### src/rtl/tile_fetch_rd.sv
`default_nettype none
// ============================================================================
// Module   : tile_fetch_rd
// Purpose  : AXI4 read master fetching a rectangular feature tile from DDR
//            row by row into on-chip feature memory, one burst at a time.
// Revision : 1.0 - initial release
// ============================================================================
module tile_fetch_rd #(
    parameter int C_M_AXI_ADDR_WIDTH = 32,
    parameter int M_AXI_DATA_BW      = 128,
    parameter int TILE_SIZE_BW       = 16,
    parameter int BOUNDARY_SIZE      = 12
) (
    input  logic                          clk,
    input  logic                          rst,
    input  logic                          start,
    input  logic [C_M_AXI_ADDR_WIDTH-1:0] base_addr,
    input  logic [TILE_SIZE_BW-1:0]       row_len,
    input  logic [TILE_SIZE_BW-1:0]       row_count,
    input  logic [TILE_SIZE_BW-1:0]       row_stride,
    output logic                          busy,
    output logic                          done,
    output logic                          err,
    output logic                          m_axi_arvalid,
    input  logic                          m_axi_arready,
    output logic [C_M_AXI_ADDR_WIDTH-1:0] m_axi_araddr,
    output logic [7:0]                    m_axi_arlen,
    input  logic                          m_axi_rvalid,
    output logic                          m_axi_rready,
    input  logic [M_AXI_DATA_BW-1:0]      m_axi_rdata,
    input  logic [1:0]                    m_axi_rresp,
    input  logic                          m_axi_rlast,
    output logic                          oc_we,
    output logic [TILE_SIZE_BW-1:0]       oc_addr_x,
    output logic [TILE_SIZE_BW-1:0]       oc_addr_y,
    output logic [M_AXI_DATA_BW-1:0]      oc_wdata
);

    localparam int c_aw = C_M_AXI_ADDR_WIDTH;
    localparam int c_tw = TILE_SIZE_BW;
    localparam int c_bw = BOUNDARY_SIZE - 4;

    localparam logic [1:0] c_st_idle = 2'd0;
    localparam logic [1:0] c_st_ar   = 2'd1;
    localparam logic [1:0] c_st_r    = 2'd2;
    localparam logic [1:0] c_st_fin  = 2'd3;

    localparam logic [c_bw:0] c_bnd_beats = {1'b1, {c_bw{1'b0}}};

    logic [1:0]               r_state;
    logic [c_aw-1:0]          r_row_base;
    logic [c_aw-1:0]          r_addr;
    logic [c_tw-1:0]          r_row_len;
    logic [c_tw-1:0]          r_row_count;
    logic [c_tw-1:0]          r_row_stride;
    logic [c_tw-1:0]          r_row;
    logic [c_tw-1:0]          r_col;
    logic [8:0]               r_beats;
    logic [8:0]               r_bcnt;
    logic                     r_done;
    logic                     r_err;
    logic                     r_oc_we;
    logic [c_tw-1:0]          r_oc_x;
    logic [c_tw-1:0]          r_oc_y;
    logic [M_AXI_DATA_BW-1:0] r_oc_wdata;

    logic [c_tw-1:0] w_rem;
    logic [c_bw:0]   w_bnd;
    logic [8:0]      w_bnd_cap;
    logic [8:0]      w_beats;
    logic [c_aw-1:0] w_stride_bytes;
    logic [c_aw-1:0] w_burst_bytes;
    logic [c_aw-1:0] w_next_row;
    logic            w_last_beat;
    logic            w_row_end;
    logic            w_tile_end;

    // Burst length: rest of the row, clipped at the next 4 KB line and at 256 beats.
    assign w_rem          = r_row_len - r_col;
    assign w_bnd          = c_bnd_beats - {1'b0, r_addr[BOUNDARY_SIZE-1:4]};
    assign w_bnd_cap      = (32'(w_bnd) > 32'd256) ? 9'd256 : 9'(w_bnd);
    assign w_beats        = (32'(w_rem) < 32'(w_bnd_cap)) ? 9'(w_rem) : w_bnd_cap;

    assign w_stride_bytes = c_aw'({r_row_stride, 4'b0000});
    assign w_burst_bytes  = c_aw'({r_beats, 4'b0000});
    assign w_next_row     = r_row_base + w_stride_bytes;

    // Bursts end on the counted beat; rlast is only cross-checked.
    assign w_last_beat    = (r_bcnt == (r_beats - 9'd1));
    assign w_row_end      = ((r_col + c_tw'(1)) == r_row_len);
    assign w_tile_end     = ((r_row + c_tw'(1)) >= r_row_count);

    assign busy          = (r_state != c_st_idle);
    assign done          = r_done;
    assign err           = r_err;
    assign m_axi_arvalid = (r_state == c_st_ar);
    assign m_axi_araddr  = m_axi_arvalid ? r_addr : '0;
    assign m_axi_arlen   = m_axi_arvalid ? 8'(w_beats - 9'd1) : 8'd0;
    assign m_axi_rready  = (r_state == c_st_r);
    assign oc_we         = r_oc_we;
    assign oc_addr_x     = r_oc_x;
    assign oc_addr_y     = r_oc_y;
    assign oc_wdata      = r_oc_wdata;

    always_ff @(posedge clk) begin
        if (rst) begin
            r_state      <= c_st_idle;
            r_row_base   <= '0;
            r_addr       <= '0;
            r_row_len    <= '0;
            r_row_count  <= '0;
            r_row_stride <= '0;
            r_row        <= '0;
            r_col        <= '0;
            r_beats      <= '0;
            r_bcnt       <= '0;
            r_done       <= 1'b0;
            r_err        <= 1'b0;
            r_oc_we      <= 1'b0;
            r_oc_x       <= '0;
            r_oc_y       <= '0;
            r_oc_wdata   <= '0;
        end else begin
            r_oc_we <= 1'b0;
            r_done  <= 1'b0;
            case (r_state)
                c_st_idle: begin
                    if (start) begin
                        r_err        <= 1'b0;
                        r_row_len    <= row_len;
                        r_row_count  <= row_count;
                        r_row_stride <= row_stride;
                        r_row        <= '0;
                        r_col        <= '0;
                        r_row_base   <= base_addr & {{(c_aw-4){1'b1}}, 4'b0000};
                        r_addr       <= base_addr & {{(c_aw-4){1'b1}}, 4'b0000};
                        if ((row_len != '0) && (row_count != '0)) begin
                            r_state <= c_st_ar;
                        end else begin
                            r_state <= c_st_fin;
                        end
                    end
                end
                c_st_ar: begin
                    if (m_axi_arready) begin
                        r_beats <= w_beats;
                        r_bcnt  <= '0;
                        r_state <= c_st_r;
                    end
                end
                c_st_r: begin
                    if (m_axi_rvalid) begin
                        r_oc_we    <= 1'b1;
                        r_oc_x     <= r_col;
                        r_oc_y     <= r_row;
                        r_oc_wdata <= m_axi_rdata;
                        r_col      <= r_col + c_tw'(1);
                        r_bcnt     <= r_bcnt + 9'd1;
                        if (m_axi_rresp != 2'b00) begin
                            r_err <= 1'b1;
                        end
                        if (w_last_beat) begin
                            if (!m_axi_rlast) begin
                                r_err <= 1'b1;
                            end
                            if (w_row_end) begin
                                r_row      <= r_row + c_tw'(1);
                                r_col      <= '0;
                                r_row_base <= w_next_row;
                                r_addr     <= w_next_row;
                                if (w_tile_end) begin
                                    r_state <= c_st_fin;
                                    r_done  <= 1'b1;
                                end else begin
                                    r_state <= c_st_ar;
                                end
                            end else begin
                                r_addr  <= r_addr + w_burst_bytes;
                                r_state <= c_st_ar;
                            end
                        end else if (m_axi_rlast) begin
                            r_err <= 1'b1;
                        end
                    end
                end
                default: begin
                    // A zero-size tile enters here without done set and pulses it one cycle later.
                    if (r_done) begin
                        r_state <= c_st_idle;
                    end else begin
                        r_done <= 1'b1;
                    end
                end
            endcase
        end
    end

endmodule
`default_nettype wire

### config.mk
export PLATFORM = sky130hd
export DESIGN_NAME = tile_fetch_rd
export DESIGN_NICKNAME = d
export VERILOG_FILES = /design/src/rtl/tile_fetch_rd.sv
export SDC_FILE = /design/constraint.sdc
export NUM_CORES = 1
export LEC_CHECK = 0
export ABC_AREA = 1
export BUFFER_PORTS_ARGS = -buffer_cell sky130_fd_sc_hd__buf_2
export CAP_MARGIN = 20
export CORE_UTILIZATION = 49
export DETAILED_ROUTE_END_ITERATION = 6
export GPL_TIMING_DRIVEN = 0
export HOLD_SLACK_MARGIN = 0.02
export PLACE_DENSITY = 0.8
export SLEW_MARGIN = 40
export SYNTH_ARGS = -nofsm -noshare
export SYNTH_HDL_FRONTEND = slang
export SYNTH_SLANG_ARGS = --single-unit
export TNS_END_PERCENT = 5
### constraint.sdc
create_clock -name clk -period 3.5 [get_ports clk]
set_input_delay 0.525 -clock clk [delete_from_list [all_inputs] [get_ports clk]]
set_output_delay 0.525 -clock clk [all_outputs]
set_load 0.05 [all_outputs]
==> results.md, run 1 <==
- Core area: 34900 µm²
- Failing checks: negative setup slack
- Port Buffer Count: 417
- DR iter-0 viols: 1504
- CTS Sinks: 320
- Via count of the first global-routing pass: 18500
- CTS tree: done
- Largest net degree at the start of global routing: 14
- Final period util: 123%
- Die width: 191 µm
- RSZ-0062 raised after global routing: yes
- Post-synth EDFFs: 0
- Worst Path Buf+Inv: 4
- Die Footprint: 36500 µm²
- WHS Endpoint: oc_wdata[15]
- Pre-CTS WS: -0.923 ns
- Die Height: 191 µm
- Worst Path Required: 2.97 ns
- Leak: 10.8 nW
- Startpoint type of the worst setup path: flop
- Worst-path maximum fanout: 6
- I/O pin cnt: 422
- Placed Instance Area: 20200 µm²
- Cell Chain, Critical Path: inv_2 > ha_4 > inv_2 > fa_2 > nand2_2 > nand2_2 > nand3_2 > nand2_2 > xor2_2 > ha_1 > nand2_2 > nor2_1 > a211oi_1 > nand2_1 > nand2_4 > nand2_8 > o21ai_4 > inv_2 > ha_4 > nand2_4 > nor2_4 > a21oi_2 > nor2_4 > buf_8
- Cells after Synth: 2618
- Cell Area, Synth: 17500 µm²
- PwrDens: 918 nW/µm²
- WP data arrival: 3.79 ns
- Final setup fails: 8
- Clock buffer depth: 3
- Top FF cell, synth: dfxtp_1
- Synth top area share: 36.6%
- Fin Clk Skew: 0.0212 ns
- Root Buffer: clkbuf_16
- Layout cells sized above 1: 20.5%
- Ys Warns: 0
- Hold WC Path Type: in -> reg
- WL/cell: 17.7 µm
- First-pass GRT wire length: 97100 µm
- FF-to-FF path depth: 15
- Sequential area share after synthesis: 36.6%
- Final WL: 63200 µm
- Worst-Margin Slew: 0.845 ns
- Fin area: 22100 µm²
- Initial DRT Pass Iterations: 6
- Endpoint class of the critical path: output port
- Global route overflow: 0
- Run status: finished, violations left
- Syn Area/Cell: 6.69 µm²
- H-tree levels: 2
- Clock latency on the worst-skew pair: 0.55 ns
- Placed wire-length estimate: 49700 µm
- Delay-heaviest family, CP: simple AND/OR/NAND/NOR gates
- Post-route DRC: 0
- Asr flop ratio synth: 0%
- TritonCTS buffer count: 36
- Max Cap Violations: 0
- Final hold vios: 0
- Reg clk slew, reported paths: 0.06 ns
- Fin crit period: 4.32 ns
- R2R Setup Slk: 0.25 ns
- Top post-synthesis cells by area: dfxtp_1 (37%), nor2_1 (11%), nand2_1 (8.9%), o21ai_0 (8.4%), a21oi_1 (5.5%)
- Slowest stage cell, crit path: fa_2
- Vias per inst: 5.37
- Worst r2r dst: r_col[1]
- Routability cong.: 0.987
- Slew Limit Headroom: 43.7%
- Filler Cell Count: 3196
- Final WS setup: -0.820 ns
- Register bit total from synthesis: 320
- CTS hold repair buffers: 0
- Max Freq: 232 MHz
- Vias: 19200
- Crit path kind: reg -> out
- Starting Density: 50.2%
- Row cnt: 68
- Nets@finish: 3381
- Yosys top cell by area: dfxtp_1
- Crit path top cell by count: nand2_2
- Min-delay src: m_axi_rdata[15]
- Delay of the slowest critical-path stage: 0.34 ns
- Overall routing resource usage: 33.9%
- Count of cells along the worst hold path: 3
- Syn nets: 2907
- Synth unique cells: 48
- Area grow syn2layout: 26.1%
- Antenna violations before repair: 6
- Slew Limit Fails: 0
- Max VDD drop: 1.00 mV
- Routed Antenna Nets: 0
- Reg2Reg Launch Point: r_col[0]
cells in the mapped netlist, drive strengths merged (7+ instances only):
library cell  instances
nor4                 12
o22ai                 8
nor2                531
nand4                51
nand2               418
xor2                 86
dfxtp               320
clkbuf              104
ha                   70
a21oi               194
buf                  25
o21ai               313
a31oi                 7
nand3               116
or2                   7
nand3b                7
nor3                 35
xnor2                14
inv                 264
placed cells by master (no fill, tap or decap), types with 50 or more instances in the layout:
cell,synthesis,final
nor2_1,525,512
buf_2,13,422
nand2_1,415,397
dfxtp_1,320,304
o21ai_0,295,294
inv_1,257,246
a21oi_1,193,187
nand3_1,114,111
clkbuf_1,104,109
xor2_1,86,81
ha_1,70,57
nand4_1,50,50
how the worst max path moves through the flow:
stage	endpoint	slack (ns)	cells past startpoint	from
detailed placement	m_axi_arlen[6]	-0.92	25	r_addr[4]
global route	m_axi_arlen[6]	-0.96	25	r_row_len[0]
finish	m_axi_arlen[6]	-0.82	24	r_row_len[0]
CTS	m_axi_arlen[6]	-0.87	25	r_row_len[0]
global placement	m_axi_arlen[6]	-0.89	25	r_addr[4]
floorplan	m_axi_arlen[4]	-0.34	24	r_addr[4]
cell families after synthesis:
kind of cell | Yosys count | synth area share [%]
buffers and inverters | 397 | 8.86
XOR/XNOR | 101 | 5.13
adder cells (fa/ha/maj) | 73 | 5.34
flip-flops | 320 | 36.6
AND/OR/NAND/NOR | 1187 | 28.2
AO/OA/AOI/OAI | 540 | 15.9
tightest hold or removal path, cell delays in order:
cell and delay (ns):
buf_2 0.07, nor2_1 0.03, nor2_1 0.08
registers in the layout (all words and copies together), names as in the netlist:
register	cells
done	1
err	1
oc_addr_x	16
oc_addr_y	16
oc_wdata	128
oc_we	1
r_addr	29
r_bcnt	9
r_beats	9
r_col	16
r_row	16
r_row_base	28
r_row_count	16
r_row_len	16
r_row_stride	16
r_state	2
report_power, final:
part / switching [mW] / leakage [nW] / internal (mW)
combinational: 7.60 / 7.56 / 3.36
sequential: 0.712 / 2.62 / 4.53
clock: 1.61 / 0.622 / 2.45
final cells by class:
class,instances,area [µm²],area share [%]
Inverter,268,1010,4.59
Tap cell,455,569,2.58
Timing Repair Buffer,436,2280,10.3
Antenna cell,4,10.0,0.0453
Clock inverter,16,244,1.10
Sequential cell,320,6440,29.1
Multi-Input combinational cell,1901,9960,45.1
Clock buffer,49,1030,4.66
Buffer,129,546,2.47
stage by stage:
stage / utilization [%] / power (mW) / TNS (ns) / hold WS (ns) / instances
after global routing: 63.3 / 21.6 / -7.24 / 0.204 / 3578
final: 63.3 / 20.3 / -5.85 / 0.199 / 3578
after CTS: 62.7 / 19.8 / -6.03 / 0.188 / 3567
after global placement: 58.0 / 14.8 / -4.91 / 0.458 / 3490
after detailed placement: 58.0 / 15.1 / -5.25 / 0.457 / 3490
after floorplan: - / 12.4 / -2.47 / 0.423 / 2618
timing repair:
action                                  in CTS  in global routing
gates resized for setup                     77                 40
cloned                                       0                  0
pin swaps                                   23                 23
buffers inserted                            12                  7
endpoints found under the setup margin      22                 19
routing by layer:
metal / vias to the layer above / track usage [%] / share of wire, %
li1: 9445 / - / -
met1: 8762 / 39.9 / 39
met2: 838 / 57.9 / 47
met3: 181 / 5.65 / 7.7
met4: 0 / 19.8 / 6.1
met5: - / 0 / 0
(Power assumes the default switching activity.)
==> inputs of run 2 (changes only) <==
- ABC_AREA: 1 -> not set
- SKIP_LAST_GASP: not set -> 1
==> run 2 against run 1 <==
The run ends with design-rule violations, negative setup slack left. Largest power group is now clock. Synthesized area shrank 2.8%. Synthesized cell count is 14% lower. Critical path depth fell by 5. Core utilization rose by 1.5 points. First-iteration DRC count grew 22%. Sequential power shrank 24%. Design area shrank 0.68%. Power decreased by 45%. Count of clock-buffer cells in the layout down 4. Clock power up 7.4%.
==> results.md, run 2 <==
- Run status: finished, violations left
- Failing checks: design-rule violations, negative setup slack
- Crit path kind: reg -> out
- CTS hold repair buffers: 0 (unchanged)
- Port Buffer Count: 416 (-0.24%)
- Antenna violations before repair: 2 (-4)
- Top post-synthesis cells by area: dfxtp_1 (38%), nand2_1 (12%), a21oi_1 (8.9%), ha_1 (5.1%), xnor2_1 (3.7%)
- Delay of the slowest critical-path stage: 0.56 ns (+0.22 ns)
- Placed Instances: 3117 (-11%)
- Clock latency on the worst-skew pair: 0.55 ns (about the same)
- Cell Area, Synth: 17000 µm² (-2.8%)
- Die Footprint: 35500 µm² (-2.7%)
- I/O pin cnt: 422 (unchanged)
- Count of cells along the worst hold path: 3 (unchanged)
- Worst-Margin Slew: 0.954 ns (+0.109 ns)
- Starting Density: 50.3% (+0.077 points)
- Die width: 188 µm (-1.4%)
- Commonest cells in the netlist: nand2_1 (543), dfxtp_1 (320), a21oi_1 (302)
- FF-to-FF path depth: 13 (-2)
- Routability cong.: 1.07 (+8.3%)
- Root Buffer: clkbuf_16
- Worst path depth: 19 (-21%)
- Non-filler cells, final: 3239 (-9.5%)
- Max Freq: 162 MHz (-30%)
- Most frequent cells in the layout: nand2_1 (542), buf_2 (417), dfxtp_1 (315)
- Placed Instance Area: 19800 µm² (-2.3%)
- Sequential area share after synthesis: 37.6% (+1.0 points)
- Tot Pwr: 11.2 mW (-45%)
- Worst Setup EP: m_axi_arlen[6]
- Pre-CTS WS: -2.74 ns (-1.82 ns)
- Area grow syn2layout: 28.8%
- Worst setup path start: r_addr[8]
- Via count of the first global-routing pass: 18400 (-0.71%)
- RSZ-0062 raised after global routing: yes
- Final period util: 176% (+53 points)
- Worst r2r dst: r_addr[7]
- Final WS setup: -2.66 ns (-1.85 ns)
- Fin area: 21900 µm² (-0.68%)
- Final WL: 68800 µm (+8.8%)
- Global route overflow: 0 (unchanged)
- Syn nets: 2541 (-13%)
- Filler Cell Count: 2900 (-9.3%)
- Vias: 19300 (+0.64%)
- Commonest non-fill, non-tap cell in the layout: nand2_1
- Startpoint type of the worst setup path: flop
- Hold WC Path Type: in -> reg
- Synth top area share: 37.6% (+1.0 points)
- Die Height: 188 µm (-1.4%)
- DR iter-0 viols: 1840 (+22%)
- First-pass GRT wire length: 102000 µm (+4.9%)
- Vias per inst: 5.97 (+11%)
- Register bit total from synthesis: 320 (unchanged)
- Worst-path maximum fanout: 7 (+1)
- Final hold vios: 0 (unchanged)
- TritonCTS buffer count: 37 (+2.8%)
- Routed Antenna Nets: 0 (unchanged)
- Max VDD drop: 0.384 mV (-62%)
- Setup TNS: -73.43 ns (-67.58 ns)
- Initial DRT Pass Iterations: 7 (+1)
- Final core occ: 64.8% (+1.5 points)
- Final hold slack: 0.212 ns (+0.0134 ns)
- Slew Limit Fails: 0 (unchanged)
- Asr flop ratio synth: 0% (unchanged)
- Endpoint class of the critical path: output port
- WL/cell: 21.2 µm (+20%)
- Delay-heaviest family, CP: simple AND/OR/NAND/NOR gates
- Row cnt: 67 (-1.5%)
- Slowest stage cell, crit path: or4_4
- R2R Setup Slk: -1.06 ns (-1.31 ns)
- Final setup fails: 140 (+132)
- Slew Limit Headroom: 36.4% (-7.2 points)
- Worst Path Required: 2.97 ns (about the same)
- Top FF cell, synth: dfxtp_1
- CTS Sinks: 320 (unchanged)
- Reg clk slew, reported paths: 0.07 ns (about the same)
- Yosys top cell by area: dfxtp_1
- Overall routing resource usage: 36.8% (+2.9 points)
- Leak: 9.30 nW (-14%)
- Cells after Synth: 2252 (-14%)
- Fin Clk Skew: 0.0134 ns (-0.00787 ns)
- Post-route DRC: 1 (+1)
- Ys Warns: 0 (unchanged)
- Synth unique cells: 74 (+54%)
- Max reg flops: 128 (unchanged)
- Post-synth EDFFs: 0 (unchanged)
- Most common cell in the netlist: nand2_1
- Largest net degree at the start of global routing: 15 (+1)
- Worst Path Buf+Inv: 2 (-2)
- Core area: 33900 µm² (-2.9%)
- WP data arrival: 5.64 ns (+1.85 ns)
- Max Cap Violations: 0 (unchanged)
- PwrDens: 512 nW/µm² (-44%)
- Fin crit period: 6.16 ns (+1.85 ns)
- Clock buffer depth: 3 (unchanged)
- Cell Chain, Critical Path: or4_4 > or3_4 > nand2_1 > mux2_4 > ha_1 > o21ai_0 > a41oi_1 > o31a_1 > or4_4 > a211o_1 > nor4_4 > buf_6 > mux2i_4 > ha_4 > nand2_4 > nor4_4 > xnor2_4 > a211oi_4 > buf_6
- Reg2Reg Launch Point: r_col[0]
- CTS tree: done
- H-tree levels: 2 (unchanged)
- Syn Area/Cell: 7.56 µm² (+13%)
- Layout cells sized above 1: 23.0% (+2.5 points)
- Nets@finish: 3049 (-9.8%)
- Placed wire-length estimate: 50200 µm (+0.91%)
run 2: cell types whose count changed after synthesis, moves of 72 or more:
cell / change
nor2_1: -386
o21ai_0: -224
inv_1: -194
nand2_1: +128
a21oi_1: +109
nand3_1: -72
run 2: power breakdown:
part	internal (mW)	switching, mW
clock network	2.64	1.72
registers	3.81	0.169
logic	1.09	1.81
run 2: final cells by class:
| cell class | count | area, µm² | share of cell area, % |
|---|---|---|---|
| multi-input cells | 1720 | 10200 | 46.3 |
| flip-flops and latches | 320 | 6420 | 29.2 |
| repair buffers | 470 | 2550 | 11.6 |
| clock buffers | 45 | 1030 | 4.68 |
| plain buffers | 147 | 628 | 2.86 |
| well taps | 448 | 561 | 2.55 |
| clock inverters | 23 | 345 | 1.57 |
| inverters | 64 | 245 | 1.12 |
| diodes | 2 | 5.00 | 0.0228 |
run 2: logic make-up after synthesis:
group                      synth area share, %
buffers and inverters                     4.94
adders and majority gates                 5.49
xor gates and xnor gates                  5.91
AOI/OAI and AO/OA                         19.9
muxes                                     1.63
and+or+nand+nor                           24.5
DFF                                       37.6
run 2: how the worst min path moves through the flow:
| stage | from | to | slack [ns] |
|---|---|---|---|
| finish | m_axi_rdata[3] | oc_wdata[3] | 0.21 |
| global route | m_axi_rdata[126] | oc_wdata[126] | 0.20 |
| CTS | m_axi_rdata[127] | oc_wdata[127] | 0.21 |
| detailed placement | oc_wdata[4] | oc_wdata[4] | 0.44 |
| global placement | oc_wdata[10] | oc_wdata[10] | 0.44 |
| floorplan | r_row_count[10] | r_row_count[10] | 0.44 |
run 2: worst min-delay path, cell delays in order:
cell     delay (ns)
buf_2          0.09
nand2_1        0.04
a21oi_1        0.05
run 2: repair_timing:
item	CTS	global route
resized for setup	65	29
setup endpoints to repair	115	212
hold endpoints to repair	0	0
pin swaps	27	27
setup buffers	41	16
run 2: per-layer routing:
metal	routed length, µm	track usage, %	vias up	share of wire (%)
met5	10	0	-	0.015
met2	31100	60.0	1287	45
met4	5750	27.2	2	8.4
met3	7250	8.49	341	11
li1	-	-	8794	-
met1	24700	42.2	8925	36
